### src/rtl/pipo_univ_shreg_pkg.sv
// Shared types and constants for the universal shift register and its frame counter.
package pipo_univ_shreg_pkg;

    localparam int SHREG_MODE_W = 3;

    typedef enum logic [SHREG_MODE_W-1:0] {
        HOLD  = 3'b000,
        SHR   = 3'b001,
        SHL   = 3'b010,
        ROR   = 3'b011,
        ROL   = 3'b100,
        LOAD  = 3'b101,
        CLEAR = 3'b110,
        RSVD  = 3'b111
    } shreg_mode_e;

endpackage

### src/rtl/shreg_frame_cnt.sv
// Counts shift/rotate steps modulo N and pulses o_wrap for one cycle after the N-th step.
module shreg_frame_cnt #(
    parameter int N = 4,
    localparam int CW = $clog2(N)
) (
    input  logic          i_clk,
    input  logic          i_rst,
    input  logic          i_step,
    input  logic          i_clear,
    output logic [CW-1:0] o_count,
    output logic          o_wrap
);

    // NOTE: sequential state uses non-blocking assignments so every flop samples pre-edge values.
    always_ff @(posedge i_clk or posedge i_rst) begin
        if (i_rst) begin
            o_count <= '0;
            o_wrap  <= 1'b0;
        end else begin
            o_wrap <= 1'b0;
            if (i_clear) begin
                o_count <= '0;
            end else if (i_step) begin
                if (o_count == CW'(N - 1)) begin
                    o_count <= '0;
                    o_wrap  <= 1'b1;
                end else begin
                    o_count <= o_count + CW'(1);
                end
            end
        end
    end

endmodule

### src/rtl/pipo_univ_shreg.sv
// Universal shift register: parallel load, shift/rotate both ways, clear, frame counter.
// Define PIPO_UNIV_SHREG_OUTREG_EN to add one output holding stage on parallel/count/frame outputs.
module pipo_univ_shreg
    import pipo_univ_shreg_pkg::*;
#(
    parameter int N = 4,
    localparam int CW = $clog2(N)
) (
    input  logic                    i_clk,
    input  logic                    i_rst,
    input  logic [SHREG_MODE_W-1:0] i_mode,
    input  logic [N-1:0]            i_parallel_in,
    input  logic                    i_serial_in_r,
    input  logic                    i_serial_in_l,
    output logic [N-1:0]            o_parallel_out,
    output logic                    o_serial_lsb,
    output logic                    o_serial_msb,
    output logic [CW-1:0]           o_count,
    output logic                    o_frame_done
);

    shreg_mode_e   mode;
    logic [N-1:0]  data_q;
    logic [N-1:0]  data_nxt;
    logic          step;
    logic          clear;
    logic [CW-1:0] cnt;
    logic          wrap;

    assign mode = shreg_mode_e'(i_mode);

    // NOTE: defaults assigned first so no path through the case leaves a signal unassigned (no latch).
    always_comb begin
        data_nxt = data_q;
        step     = 1'b0;
        clear    = 1'b0;
        case (mode)
            SHR: begin
                data_nxt = {i_serial_in_r, data_q[N-1:1]};
                step     = 1'b1;
            end
            SHL: begin
                data_nxt = {data_q[N-2:0], i_serial_in_l};
                step     = 1'b1;
            end
            ROR: begin
                data_nxt = {data_q[0], data_q[N-1:1]};
                step     = 1'b1;
            end
            ROL: begin
                data_nxt = {data_q[N-2:0], data_q[N-1]};
                step     = 1'b1;
            end
            LOAD: begin
                data_nxt = i_parallel_in;
                clear    = 1'b1;
            end
            CLEAR: begin
                data_nxt = '0;
                clear    = 1'b1;
            end
            default: ;
        endcase
    end

    always_ff @(posedge i_clk or posedge i_rst) begin
        if (i_rst) begin
            data_q <= '0;
        end else begin
            data_q <= data_nxt;
        end
    end

    shreg_frame_cnt #(.N(N)) u_frame_cnt (
        .i_clk   (i_clk),
        .i_rst   (i_rst),
        .i_step  (step),
        .i_clear (clear),
        .o_count (cnt),
        .o_wrap  (wrap)
    );

    // Serial taps always come straight from the core register.
    assign o_serial_lsb = data_q[0];
    assign o_serial_msb = data_q[N-1];

`ifdef PIPO_UNIV_SHREG_OUTREG_EN
    always_ff @(posedge i_clk or posedge i_rst) begin
        if (i_rst) begin
            o_parallel_out <= '0;
            o_count        <= '0;
            o_frame_done   <= 1'b0;
        end else begin
            o_parallel_out <= data_q;
            o_count        <= cnt;
            o_frame_done   <= wrap;
        end
    end
`else
    assign o_parallel_out = data_q;
    assign o_count        = cnt;
    assign o_frame_done   = wrap;
`endif

endmodule

### config.mk
export PLATFORM = sky130hd
export DESIGN_NAME = pipo_univ_shreg
export DESIGN_NICKNAME = d
export VERILOG_FILES = /design/src/rtl/pipo_univ_shreg_pkg.sv /design/src/rtl/shreg_frame_cnt.sv /design/src/rtl/pipo_univ_shreg.sv
export SDC_FILE = /design/constraint.sdc
export NUM_CORES = 1
export LEC_CHECK = 0
export CAP_MARGIN = 20
export CORE_AREA = 5 5 42 44
export CTS_BUF_LIST = sky130_fd_sc_hd__clkbuf_4 sky130_fd_sc_hd__clkbuf_8 sky130_fd_sc_hd__clkbuf_16
export CTS_CLUSTER_DIAMETER = 150
export CTS_CLUSTER_SIZE = 40
export DETAILED_ROUTE_END_ITERATION = 8
export DIE_AREA = 0 0 47 49
export HOLD_SLACK_MARGIN = 0.12
export PLACE_DENSITY = 0.72
export SLEW_MARGIN = 20
export SYNTH_ARGS = -nofsm -noshare
export SYNTH_HDL_FRONTEND = slang
export SYNTH_SLANG_ARGS = --single-unit
### constraint.sdc
create_clock -name i_clk -period 1.2 [get_ports i_clk]
set_input_delay 0.24 -clock i_clk [delete_from_list [all_inputs] [get_ports i_clk]]
set_output_delay 0.24 -clock i_clk [all_outputs]
set_load 0.05 [all_outputs]
Yosys cells after proc, flatten, opt, wreduce, memory -nomap -nowiden

Index checks and enable logic that the tools add are counted.

Add/subtract/negate cells: 1
Equality and inequality tests: 7
Muxes and demuxes: 9
Reductions and logical operators: 4

Operators with widths:

| cell                | number |
|---|---|
| $pmux 4 s6          | 1 |
| $eq 3x3->1 const B  | 3 |
| $eq 3x2->1 const B  | 2 |
| $mux 2              | 3 |
| $reduce_bool 6->1   | 1 |
| $mux 1              | 5 |
| $reduce_or 4->1     | 1 |
| $eq 3x1->1 const B  | 1 |
| $add 2x1->2 const B | 1 |
| $eq 2x2->1 const B  | 1 |
| $reduce_bool 2->1   | 1 |
| $reduce_or 2->1     | 1 |

Register bits after elaboration: 7
Bits of input ports: 11
Output and inout port bits: 9

Depth between registers and ports, before layout

Depth in word-level cells: 5
Depth in mapped cells: 4

Cells and area by module

From an unflattened synthesis, not the netlist that was laid out.

Cells, all modules: 59
Area total of the unflattened synthesis: 523.0 µm²

By module, submodules not included:

| module          | times used | cells each | area each (µm²) |
|---|---|---|---|
| pipo_univ_shreg | 1          | 47         | 386.6 |
| shreg_frame_cnt | 1          | 12         | 136.4 |

Worst setup path before layout

No wires, ideal clock.

Path type: flip-flop to flip-flop
Start point: register o_parallel_out[1] (netlist name)
End point: register data_q[1] (netlist: o_parallel_out[1])
Setup time: 0.128 ns
Data arrival time: 1.219 ns
Data required time: 1.072 ns
Slack: -0.146 ns
Stages on the path, launching flop included: 4
Period minus slack after synthesis: 1.346 ns
Path through: dfrtp_1 > or3_1 > a31oi_1 > a211oi_2

RTL lines:

| item                 | line                  | text |
|---|---|---|
| end signal, assigned | pipo_univ_shreg.sv:70 | `data_q <= data_nxt;` |
| end, declared        | pipo_univ_shreg.sv:23 | `logic [N-1:0] data_q;` |

Worst setup path in the final report

Start point: register data_q[3] (netlist: o_parallel_out[3])
End point: output o_serial_msb

RTL lines:

| item          | line                  | text |
|---|---|---|
| end, declared | pipo_univ_shreg.sv:17 | `output logic o_serial_msb,` |

No word-level cell between the ends.

==> reports/summary.md <==
## Run status
- **status** finished, final reports clean

## Yosys
- **count of warnings emitted by yosys** 0
- **post-synthesis sequential area ratio** 0.351
- **number of distinct library cells after synthesis** 27
- **flops & latches, synth** 7
- **share of flip-flops with an asynchronous set or reset** 1.00
- **post-synthesis instance area** 499 um2
- **Synth Area per Inst** 9.98 um2
- **ys flop type** sky130_fd_sc_hd__dfrtp_1
- **synthesized netlist cell count** 50
- **Post-synth EDFFs** 0
- **Synthesized Nets** 62

## GRT
- **overall overflow remaining after global route** 0
- **antenna violations before repair** 0
- **pin count of the biggest net entering global routing** 12
- **overall global routing resource usage** 0.129
- **via count of the first global-routing pass** 477
- **wire length of the first global-routing pass** 2170 um

## Place
- **final weighted congestion of routability-driven global placement** 0.729
- **Setup WS pre-CTS** -0.432 ns
- **HPWL after detailed placement** 985 um
- **number of I/O port buffers** 19

## Floorplan
- **std cell rows** 14
- **Die Outline Area** 2300 um2
- **Die Width** 47 um
- **area inside the core boundary** 1400 um2
- **initial core utilization** 0.356
- **height of the die** 49 um
- **number of placed I/O pins** 20

## Worst setup path
- **CP top delay family** flip-flops
- **startpoint types** flip-flop
- **WS Path Type** flip-flop to output pin
- **highest-delay cell along the critical path** sky130_fd_sc_hd__dfrtp_2
- **worst stage delay on the critical path** 0.43 ns
- **CP Buf/Inv Count** 2
- **Worst Path Arrival** 0.95 ns
- **endpoint type of the worst setup path** output pin
- **Crit Path Max Fanout** 4
- **CP cell instances** buf_6 > buf_12
- **required time reported for the critical path endpoint** 0.96 ns

## Power and ir drop
- **worst supply voltage drop on vdd** 0.991 mV
- **leakage component of the power** 0.379 nW
- **total power divided by cell area** 1590 nW/um2

## Routing
- **final wirelength** 1340 um
- **number of routed nets with antenna violations** 0
- **Initial DRC Count** 11
- **routed vias** 495
- **detailed-router iteration count before antenna repair** 4
- **average vias per placed instance** 5.32
- **DRC Markers** 0
- **Routed WL per cell** 14.5 um

## Cells and area
- **total number of nets in the final design** 90
- **fillcell total** 123
- **area growth from synthesis to layout** 77.9%
- **Diodes inserted** 0
- **proportion of layout cells with a drive suffix above 1** 0.494

## Timing
- **Final Skew** 0.00372 ns
- **max frequency** 0.839 GHz
- **worst path setup slack after routing** 0.00827 ns
- **Final min period** 1.19 ns
- **Final Hold Viols** 0
- **Slew Viols, Final** 0
- **slew at the pin with the worst max-slew slack** 0.278 ns
- **final cycle utilization of the critical path** 0.993
- **number of setup violations in the final report** 0
- **aggregate negative setup slack** 0 ns
- **relative slew slack** 0.815
- **setup repair after global routing missed its margin** true

## CTS
- **maximum buffer depth of the clock tree** 2
- **clock transition at the registers of the reported paths** 0.06 ns
- **CTS tree** yes
- **clock root buffer** sky130_fd_sc_hd__clkbuf_4
- **number of buffers inserted during clock tree synthesis** 3
- **number of hold-repair buffers added at the cts stage** 0
- **H-Tree Depth** 1
- **# clock sinks** 7
- **insertion delay to the later sink of the worst-skew pair** 0.26 ns

## Min path
- **Min-Delay Path Class** primary input to asynchronous set/reset pin

## Job
- **Maximum Capacitance Violations** 0

-- power by group --
group | internal, mW | switching (mW) | leakage (nW)
Sequential | 0.299 | 0.0696 | 0.0792
Combinational | 0.410 | 0.380 | 0.281
Clock | 0.150 | 0.0992 | 0.0184
-- repair_timing --
action,4_1_cts,5_1_grt
setup endpoints to repair,11,6
buffers inserted,1,1
gates resized for setup,9,1
-- logic make-up (layout without fill, tap and decap cells) --
kind of cell               count (synthesis)  count (layout)  synth area share
muxes                                      2               2            0.0677
and+or+nand+nor                           15              15             0.160
AOI/OAI and AO/OA                         17              17             0.273
buffers and inverters                      7              34             0.105
xor gates and xnor gates                   1               1            0.0175
DFF                                        7               7             0.351
adders and majority gates                  1               1            0.0251
-- cell type report --
cell class | instances | area, um2 | share of cell area
timing repair buffer | 28 | 359 | 0.404
inverter | 2 | 7.51 | 0.00845
tap | 16 | 20.0 | 0.0225
clock buffer | 4 | 30.0 | 0.0338
sequential | 7 | 183 | 0.206
multi-input combinational | 36 | 289 | 0.325
-- worst paths after layout --
| path | end | startpoint | depth (start not counted) | slack, ns |
|---|---|---|---|---|
| max | o_serial_msb | o_parallel_out[3]$_DFFE_PP0P_ | 2 | 0.008 |
| min | o_parallel_out[1]$_DFFE_PP0P_ | i_rst | 2 | 0.21 |
| max reg2reg | o_parallel_out[3]$_DFFE_PP0P_ | o_parallel_out[2]$_DFFE_PP0P_ | 3 | 0.03 |
| min reg2reg | u_frame_cnt.o_count[1]$_DFFE_PP0P_ | u_frame_cnt.o_count[1]$_DFFE_PP0P_ | 1 | 0.57 |
| max in group asynchronous | o_parallel_out[0]$_DFFE_PP0P_ | i_rst | 2 | 0.75 |
| min in group i_clk | o_parallel_out[2]$_DFFE_PP0P_ | i_mode[0] | 3 | 0.54 |
-- cell usage in the layout (no fill, tap or decap), types with 2 or more instances in the layout --
| cell type | Yosys | routed |
|---|---|---|
| sky130_fd_sc_hd__buf_4 | 3 | 5 |
| sky130_fd_sc_hd__a211oi_2 | 2 | 2 |
| sky130_fd_sc_hd__nand3b_1 | 2 | 2 |
| sky130_fd_sc_hd__dfrtp_2 | 0 | 6 |
| sky130_fd_sc_hd__clkdlybuf4s50_1 | 0 | 7 |
| sky130_fd_sc_hd__a22o_1 | 2 | 2 |
| sky130_fd_sc_hd__dlygate4sd2_1 | 0 | 3 |
| sky130_fd_sc_hd__buf_12 | 0 | 9 |
| sky130_fd_sc_hd__o22ai_1 | 2 | 2 |
| sky130_fd_sc_hd__o21bai_1 | 2 | 2 |
| sky130_fd_sc_hd__a22oi_1 | 2 | 2 |
| sky130_fd_sc_hd__clkbuf_4 | 0 | 4 |
| sky130_fd_sc_hd__buf_6 | 2 | 4 |
| sky130_fd_sc_hd__or3_1 | 2 | 2 |
| sky130_fd_sc_hd__nor2_1 | 5 | 5 |
| sky130_fd_sc_hd__inv_1 | 2 | 2 |
-- Yosys cell counts (all sizes together) (2+ instances only) --
cell    n  area, um2
o21bai  2       15.0
o21ai   2       13.8
inv     2       7.51
o22ai   2       12.5
buf     5       45.0
a22oi   2       15.0
a31oi   2       12.5
dfrtp   7        175
or3     2       12.5
nand3b  2       15.0
a22o    2       17.5
nor2    6       25.0
a211oi  2       25.0
a21oi   2       10.0
-- metrics by stage --
step                hold slack (ns)  cells  cell area [um2]  total power [mW]  utilization
global route                  0.228     93              888              1.49        0.634
global placement              0.490     88              822              1.13        0.587
finish                        0.208     93              888              1.41        0.634
floorplan                    0.0430     50              507             0.750            -
detailed placement            0.496     88              822              1.14        0.587
CTS                           0.216     92              877              1.41        0.626
-- flip-flops by register name (all words and copies together), names as in the netlist --
| name | flops |
|---|---|
| u_frame_cnt.o_wrap | 1 |
| o_parallel_out | 4 |
| u_frame_cnt.o_count | 2 |
-- routing by layer --
metal  vias to the layer above  part of all wire  track usage
li1                        237                 -            -
met1                       239              0.42        0.156
met2                        16              0.50        0.206
met3                         3             0.060       0.0221
met4                         0             0.022       0.0691
met5                         -                 0            0
Note: power is estimated with default switching activity, not from simulation.
